### config.mk
export PLATFORM = sky130hd
export DESIGN_NAME = seq_mult_mmio
export DESIGN_NICKNAME = d
export VERILOG_FILES = /design/src/rtl/seq_mult_mmio.sv
export SDC_FILE = /design/constraint.sdc
export NUM_CORES = 1
export LEC_CHECK = 0
export BUFFER_PORTS_ARGS = -buffer_cell sky130_fd_sc_hd__buf_2
export CORE_MARGIN = 10
export CORE_UTILIZATION = 29
export DETAILED_ROUTE_END_ITERATION = 8
export GPL_ROUTABILITY_DRIVEN = 0
export GPL_TIMING_DRIVEN = 0
export PLACE_DENSITY = 0.41
export REMOVE_ABC_BUFFERS = 1
export SYNTH_ARGS = -nofsm -noshare
export SYNTH_HDL_FRONTEND = slang
export SYNTH_SLANG_ARGS = --single-unit
### constraint.sdc
create_clock -name clk -period 6.8 [get_ports clk]
set_input_delay 0.68 -clock clk [delete_from_list [all_inputs] [get_ports clk]]
set_output_delay 0.68 -clock clk [all_outputs]
set_load 0.1 [all_outputs]
### src/rtl/seq_mult_mmio.sv
// seq_mult_mmio
// Memory-mapped 32x32 -> 64-bit unsigned sequential multiplier. The CPU
// loads OP_A and OP_B and then writes CTRL.bit0=1. One shift-add step runs
// per clock for 32 clocks. The product then appears in RES_HI:RES_LO,
// STATUS.done is set, and irq pulses for one cycle.
//
// Register window (word offsets from BASE_ADDR):
//   0 OP_A (RW)   1 OP_B (RW)   2 CTRL (W, bit0 start, reads 0)
//   3 STATUS (R, bit0 busy, bit1 done)   4 RES_LO (R)   5 RES_HI (R)
//
// Ports:
//   clk        single clock, rising edge
//   resetn     asynchronous active-low reset
//   mem_valid  bus request valid
//   mem_addr   byte address
//   mem_wdata  write data
//   mem_wstrb  byte strobes, 0 = read
//   mem_ready  one-cycle acknowledge for a window hit
//   mem_rdata  read data, valid while mem_ready is high
//   irq        one-cycle completion pulse
module seq_mult_mmio #(
    parameter logic [31:0] BASE_ADDR = 32'h1000_0100
) (
    input  logic        clk,
    input  logic        resetn,
    input  logic        mem_valid,
    input  logic [31:0] mem_addr,
    input  logic [31:0] mem_wdata,
    input  logic [3:0]  mem_wstrb,
    output logic        mem_ready,
    output logic [31:0] mem_rdata,
    output logic        irq
);

    typedef enum logic [1:0] {
        IDLE = 2'd0,
        RUN  = 2'd1,
        DONE = 2'd2
    } state_t;

    state_t      state_q, state_d;
    logic [31:0] opA_q, opA_d;
    logic [31:0] opB_q, opB_d;
    logic [31:0] mcand_q, mcand_d;
    logic [31:0] mplier_q, mplier_d;
    logic [63:0] acc_q, acc_d;
    logic [4:0]  count_q, count_d;
    logic [31:0] resLo_q, resLo_d;
    logic [31:0] resHi_q, resHi_d;
    logic        done_q, done_d;
    logic        ready_q, ready_d;
    logic        irq_q, irq_d;
    logic [31:0] rdata_q, rdata_d;

    logic        hit;
    logic        accept;
    logic        isWrite;
    logic        busy;
    logic        startReq;
    logic [2:0]  wordSel;
    logic [63:0] addend;
    logic [63:0] accSum;
    logic        unusedAddrBits;

    // Replace only the bytes whose strobe is set.
    function automatic logic [31:0] mergeBytes(input logic [31:0] oldVal,
                                               input logic [31:0] newVal,
                                               input logic [3:0]  strb);
        logic [31:0] merged;
        merged = oldVal;
        for (int b = 0; b < 4; b++) begin
            if (strb[b]) begin
                merged[b*8 +: 8] = newVal[b*8 +: 8];
            end
        end
        return merged;
    endfunction

    assign wordSel        = mem_addr[4:2];
    assign hit            = mem_valid && (mem_addr[31:5] == BASE_ADDR[31:5]) && (wordSel <= 3'd5);
    // A request is taken only when no ack is showing. The cycle after an ack
    // is therefore always dead, and a request held across its ack edge is not
    // acknowledged twice.
    assign accept         = hit && !ready_q;
    assign isWrite        = |mem_wstrb;
    assign busy           = (state_q == RUN);
    assign startReq       = accept && isWrite && (wordSel == 3'd2) && mem_wstrb[0] && mem_wdata[0];
    assign addend         = mplier_q[0] ? ({32'd0, mcand_q} << count_q) : 64'd0;
    assign accSum         = acc_q + addend;
    assign unusedAddrBits = ^mem_addr[1:0];

    // Bus decode, register writes and the IDLE/RUN/DONE sequencing. The
    // result registers are only loaded on the final step, so partial sums
    // never reach the bus.
    always_comb begin
        state_d  = state_q;
        opA_d    = opA_q;
        opB_d    = opB_q;
        mcand_d  = mcand_q;
        mplier_d = mplier_q;
        acc_d    = acc_q;
        count_d  = count_q;
        resLo_d  = resLo_q;
        resHi_d  = resHi_q;
        done_d   = done_q;
        ready_d  = accept;
        rdata_d  = 32'd0;
        irq_d    = 1'b0;

        if (accept && isWrite && !busy) begin
            case (wordSel)
                3'd0:    opA_d = mergeBytes(opA_q, mem_wdata, mem_wstrb);
                3'd1:    opB_d = mergeBytes(opB_q, mem_wdata, mem_wstrb);
                default: ;
            endcase
        end

        if (accept && !isWrite) begin
            case (wordSel)
                3'd0:    rdata_d = opA_q;
                3'd1:    rdata_d = opB_q;
                3'd3:    rdata_d = {30'd0, done_q, busy};
                3'd4:    rdata_d = resLo_q;
                3'd5:    rdata_d = resHi_q;
                default: rdata_d = 32'd0;
            endcase
        end

        case (state_q)
            IDLE, DONE: begin
                if (startReq) begin
                    mcand_d  = opA_q;
                    mplier_d = opB_q;
                    acc_d    = 64'd0;
                    count_d  = 5'd0;
                    done_d   = 1'b0;
                    state_d  = RUN;
                end
            end
            RUN: begin
                acc_d    = accSum;
                mplier_d = mplier_q >> 1;
                count_d  = count_q + 5'd1;
                if (count_q == 5'd31) begin
                    resLo_d = accSum[31:0];
                    resHi_d = accSum[63:32];
                    done_d  = 1'b1;
                    irq_d   = 1'b1;
                    state_d = DONE;
                end
            end
            default: state_d = IDLE;
        endcase
    end

    // State registers. Reset clears everything, which aborts a run in
    // progress without leaving done set or an irq pending.
    always_ff @(posedge clk or negedge resetn) begin
        if (!resetn) begin
            state_q  <= IDLE;
            opA_q    <= 32'd0;
            opB_q    <= 32'd0;
            mcand_q  <= 32'd0;
            mplier_q <= 32'd0;
            acc_q    <= 64'd0;
            count_q  <= 5'd0;
            resLo_q  <= 32'd0;
            resHi_q  <= 32'd0;
            done_q   <= 1'b0;
            ready_q  <= 1'b0;
            irq_q    <= 1'b0;
            rdata_q  <= 32'd0;
        end else begin
            state_q  <= state_d;
            opA_q    <= opA_d;
            opB_q    <= opB_d;
            mcand_q  <= mcand_d;
            mplier_q <= mplier_d;
            acc_q    <= acc_d;
            count_q  <= count_d;
            resLo_q  <= resLo_d;
            resHi_q  <= resHi_d;
            done_q   <= done_d;
            ready_q  <= ready_d;
            irq_q    <= irq_d;
            rdata_q  <= rdata_d;
        end
    end

    assign mem_ready = ready_q;
    assign mem_rdata = rdata_q;
    assign irq       = irq_q;

endmodule

==> impl_metrics.yaml, run 1 <==
timing:
  slew_violations: 0
  max_slew_margin_pct: 28.1
  finalSetupViolations: 0
  rsz0062_at_grt: "no"
  hold_violations: 0
  tightest_slew_ns: 1.08
  fin_crit_sh_pct: 89.6
  setup_tns_ns: 0
  fmax_mhz: 164
  skew_ns: 0.0171
  worst_slack_ns: 0.707
  layout_min_cycle_time_ns: 6.09
floorplan:
  initial_core_util_pct: 29.4
  rows: 90
  ios: 105
  die_w_um: 267
  core_area_um2: 60500
  die_area_um2: 71600
  dieHeight_um: 267
clock_network:
  clkSlewWorstSetupHoldPaths_ns: 0.07
  cts.sinks: 298
  cts_tree: "done"
  cts-resized-gates: 0
  cts-hold-fix-buffers: 0
  clockBufferDepth: 3
  htreeDepth: 2
  clk_latency_ns: 0.55
  cts-root-buf: "clkbuf_16"
  post_cts_buffers: 0
  numCtsBuffers: 37
routing:
  dr.first_iter.drc_count: 1245
  ant_nets: 0
  viasPerCell: 5.42
  firstDrtPassIters: 5
  num_vias: 15096
  routedWlPerCell_um: 22.7
  routed_wirelength_um: 63100
  drc: 0
synthesis:
  syn_area_um2: 17800
  synthDistinctLibCells: 88
  synth_top_cell_by_area: "dfrtp_1"
  ys_ff_latch: 298
  synthArstFlopShare_pct: 100
  postSynthAreaPerCell_um2: 9.13
  synth.area.top_cells: "dfrtp_1 (42%), nand2_1 (6.6%), mux2_2 (5.1%)"
  synthFlopType: "dfrtp_1"
  synth.most_common_cell: "nand2_1"
  synth.top_cell.area_share_pct: 42.0
  synth_commonest_cells: "nand2_1 (314), dfrtp_1 (298), nor2_1 (160), o21ai_0 (156), a21oi_1 (125)"
  yosysSeqAreaShare_pct: 42.0
  synth_edf_count: 0
  netlist_instances: 1946
  yosys_warnings: 0
critical_path:
  cp_max_fo: 38
  crit_path_end_kind: "flop"
  cp.arrival_ns: 6.50
  crit_path_start_kind: "flop"
  worstPathRequired_ns: 7.21
  worstSetupPathType: "flop to flop"
placement:
  io_buffer_count: 102
  dp_slack_ns: 0.342
  post_dp_cell_area_um2: 19100
  dpl.hpwl_um: 47700
run_status:
  status: "finished, final reports clean"
grt:
  overflow: 0
  grt_usage_pct: 17.4
  grt_start_max_net_pins: 114
  antenna_found_initial: 2
  grt_pass1_vias: 14736
  grt_pass1_wl_um: 95600
power:
  power_mw: 3.91
  leakagePower_nw: 9.91
  vdd_drop_max_v: 0.000139
  power_density_nw_per_um2: 192
final_layout:
  synthToLayoutAreaGrowth_pct: 14.4
  register_area_um2: 7460
  design_area_um2: 20300
  fillers: 6312
  multi_input_area_um2: 9780
  nets: 2112
  drive_gt1_share_pct: 16.3
job:
  drv_cap: 0
worst_hold_path:
  hold_class: "input pin to asynchronous set/reset pin"
[flip-flops by register name, summed over array words and instances (netlist names)]
| name | flops |
|---|---|
| acc_q | 64 |
| mcand_q | 32 |
| mem_rdata | 32 |
| mplier_q | 32 |
| opA_q | 32 |
| opB_q | 32 |
| resHi_q | 32 |
| resLo_q | 32 |
| count_q | 5 |
| state_q | 2 |
| done_q | 1 |
| irq | 1 |
| mem_ready | 1 |
[power breakdown]
| group | internal [mW] | total [mW] | switching [mW] |
|---|---|---|---|
| Sequential | 1.77 | 1.77 | 0.0000000248 |
| Combinational | 0.0245 | 0.0913 | 0.0668 |
| Clock | 1.23 | 2.05 | 0.818 |
[cells by family after synthesis]
| kind of cell | count (synthesis) | synth area share (%) |
|---|---|---|
| xor gates and xnor gates | 53 | 2.61 |
| muxes | 144 | 10.4 |
| and+or+nand+nor | 683 | 17.3 |
| buffers and inverters | 147 | 3.36 |
| DFF | 298 | 42.0 |
| AOI/OAI and AO/OA | 555 | 19.7 |
| adders and majority gates | 66 | 4.69 |
[metal layers]
| metal | track usage (%) | vias up | part of all wire (%) |
|---|---|---|---|
| li1 | - | 7123 | - |
| met1 | 23.6 | 7523 | 46 |
| met2 | 27.8 | 379 | 46 |
| met3 | 3.17 | 71 | 5.6 |
| met4 | 5.13 | 0 | 2.7 |
| met5 | 0 | - | 0 |
[worst max-delay path: stages, from the launching register on]
cell and delay [ns]:
dfrtp_2 0.89, mux2_2 0.43, o21ai_0 0.57, nor2_1 0.08, a21oi_1 0.40, mux2_2 0.27, mux2i_1 0.06, and2_1 0.26
ha_1 0.38, a21oi_1 0.24, o21ai_0 0.19, a211o_1 0.33, a21oi_1 0.24, a21oi_1 0.14, a2111oi_2 0.56, nor2_1 0.14
xnor2_1 0.59, o21ai_0 0.16
[worst paths after layout]
check | from | endpoint | cells after the start | slack, ns
setup / recovery | count_q[1] | acc_q[44] | 17 | 0.71
hold / removal | resetn | mem_rdata[7] | 1 | 0.11
setup reg to reg | count_q[1] | acc_q[44] | 17 | 0.71
hold reg to reg | resLo_q[0] | resLo_q[0] | 2 | 0.47
max in group asynchronous | resetn | mem_rdata[25] | 3 | 5.15
min in group clk | mem_wdata[30] | opB_q[30] | 2 | 0.38
[layout by cell type, fill, tap and decap left out, types with 49 or more instances in the layout]
cell	instances
nand2_1	312
dfrtp_1	294
nor2_1	158
o21ai_0	156
a21oi_1	125
buf_2	101
mux2_2	80
ha_1	65
a22oi_1	63
nand3_1	50
o22ai_1	49
[metrics by stage]
stage | utilization, % | cells | hold slack, ns
6_report | 33.6 | 2786 | 0.112
2_1_floorplan | - | 1822 | 0.384
3_5_place_dp | 31.5 | 2718 | 0.460
4_1_cts | 33.6 | 2785 | 0.142
3_3_place_gp | 31.0 | 2706 | 0.462
5_1_grt | 33.6 | 2785 | 0.153
[final cells by class]
class / count / area share [%]
sequential: 298 / 36.7
clock buffer: 59 / 5.62
clock inverter: 8 / 0.493
multi-input combinational: 1501 / 48.1
tap: 782 / 4.82
timing repair buffer: 114 / 3.79
inverter: 23 / 0.425
antenna: 1 / 0.0123
Note: power is estimated with default switching activity, not from simulation.
==> run 2, diff against run 1 <==
PLACE_DENSITY = unset   (was 0.41)
PLACE_DENSITY_LB_ADDON = 0.1   (was unset)
==> run 2 against run 1 <==
Flip-flop and latch count unchanged; utilization increased by 0.083 points; cell area increased by 0.25%; sequential power about the same; largest cell class unchanged.
==> impl_metrics.yaml, run 2 (synthesis results as in run 1) <==
routing:
  viasPerCell: 5.39
  num_vias: 15011
  dr.first_iter.drc_count: 1035
  wl_met3_um: 3170
  ant_nets: 0
  firstDrtPassIters: 6
  top_layer: "met4"
  drc: 0
  wl_met2_um: 29800
  met1_length_um: 28800
  routedWlPerCell_um: 22.8
  routed_wirelength_um: 63600
timing:
  fmax_mhz: 160
  rsz0062_at_grt: "no"
  max_slew_margin_pct: 26.3
  finalSetupViolations: 0
  tightest_slew_ns: 1.11
  skew_ns: 0.0138
  slew_violations: 0
  hold_violations: 0
  worst_slack_ns: 0.549
  layout_min_cycle_time_ns: 6.25
  setup_tns_ns: 0
  fin_crit_sh_pct: 91.9
worst_hold_path:
  hold_class: "input pin to asynchronous set/reset pin"
floorplan:
  die_area_um2: 71600
  dieHeight_um: 267
  ios: 105
  die_w_um: 267
  initial_core_util_pct: 29.4
  rows: 90
  core_area_um2: 60500
placement:
  dp_slack_ns: 0.294
  placed_cells: 2721
  dpl.hpwl_um: 48300
  io_buffer_count: 102
critical_path:
  rrSetupSlack_ns: 0.55
  worst-path-stages: 17
  crit_path_frequent_cell: "a21oi_1"
  cpLargestDelayFamily: "compound AO/OA/AOI/OAI gates"
  crit_buf_inv: 0
  rr_worst_depth: 17
  cpMaxStageDelayCell: "dfrtp_2"
  crit_path_end_kind: "flop"
  worstSetupPathType: "flop to flop"
  crit_chain: "mux2_2, o21ai_0, nor2_1, a21oi_1, mux2_2, mux2i_1, and2_1, ha_1, a21oi_1, o21ai_0, a211o_1, a21oi_1, a21oi_1, a2111oi_2, nor2_1, xnor2_1, o21ai_0"
  worstPathRequired_ns: 7.21
  cp.arrival_ns: 6.66
  cp_max_fo: 38
  crit_path_start_kind: "flop"
  worstReg2RegEnd: "acc_q[44]"
  regToRegStartpoint: "count_q[1]"
  cp_slowest_stage_delay_ns: 0.89
power:
  pwr-share-comb_pct: 2.4
  switching_share_pct: 23.1
  share_seq_of_total_power_pct: 45.9
  power_density_nw_per_um2: 190
  internal_power_mw: 2.97
  power_switching_uw: 893
  leakagePower_nw: 9.93
  power_mw: 3.86
  vdd_drop_max_v: 0.000180
  p_clk_share_pct: 51.7
clock_network:
  cts-hold-fix-buffers: 0
  cts-resized-gates: 0
  clkSlewWorstSetupHoldPaths_ns: 0.06
  cts_tree: "done"
  cts-root-buf: "clkbuf_16"
  cts.sinks: 298
  clk_latency_ns: 0.56
  clockBufferDepth: 3
  numCtsBuffers: 37
  post_cts_buffers: 0
  htreeDepth: 2
grt:
  grt_usage_pct: 17.6
  grt_pass1_vias: 15062
  grt_start_max_net_pins: 93
  overflow: 0
  grt_pass1_wl_um: 96700
  antenna_found_initial: 0
final_layout:
  nets: 2115
  insertedDiodeCount: 0
  largest_register: "acc_q"
  synthToLayoutAreaGrowth_pct: 14.7
  drive_gt1_share_pct: 16.4
  final_cells: 2787
  final_common_cell: "nand2_1"
  largest_reg_flops: 64
  layout_common_cells: "nand2_1 (312), dfrtp_1 (295), nor2_1 (158), o21ai_0 (156), a21oi_1 (125)"
run_status:
  status: "finished, final reports clean"
job:
  drv_cap: 0
run 2: changes by cell type in the layout (fill, tap and decap cells not counted):
cell        change
buf_16          +3
clkbuf_1        -2
clkbuf_8        -2
clkinv_4        +2
clkinvlp_4      +2
buf_4           -1
buf_6           +1
bufinv_16       -1
dfrtp_1         +1
dfrtp_2         -1
diode_2         -1
run 2: final cells by class:
cell class	count	area, um^2
tap	782	978
sequential	298	7460
clock buffer	55	1110
fill	6280	40100
clock inverter	11	103
inverter	23	86.3
timing repair buffer	117	856
multi-input combinational	1501	9780
run 2: how the worst max path moves through the flow:
stage,slack (ns),to,startpoint
floorplan,1.75,acc_q[57],count_q[0]
global placement,-1.42,resHi_q[19],state_q[0]
detailed placement,0.29,acc_q[44],count_q[1]
CTS,0.28,acc_q[44],count_q[1]
global route,0.31,resHi_q[12],count_q[1]
finish,0.55,acc_q[44],count_q[1]
run 2: per-layer routing:
metal  track usage (%)  up-vias
li1                  -     7113
met1              23.5     7457
met2              28.7      355
met3              2.83       86
met4              5.34        0
met5                 0        -
run 2: power by group through the flow:
stage,clock [mW],combinational [mW],sequential [mW]
global route,2.13,0.106,1.77
floorplan,0,0.0112,1.81
global placement,0,0.0861,1.81
CTS,2.05,0.0978,1.77
detailed placement,0,0.0977,1.81
finish,2.00,0.0932,1.77
run 2: stage by stage:
step / area, um^2 / hold WS (ns) / util (%)
floorplan: 17300 / 0.384 / -
global placement: 18700 / 0.463 / 31.0
detailed placement: 19200 / 0.466 / 31.7
CTS: 20400 / 0.0517 / 33.7
global route: 20400 / 0.0770 / 33.7
finish: 20400 / 0.0512 / 33.7
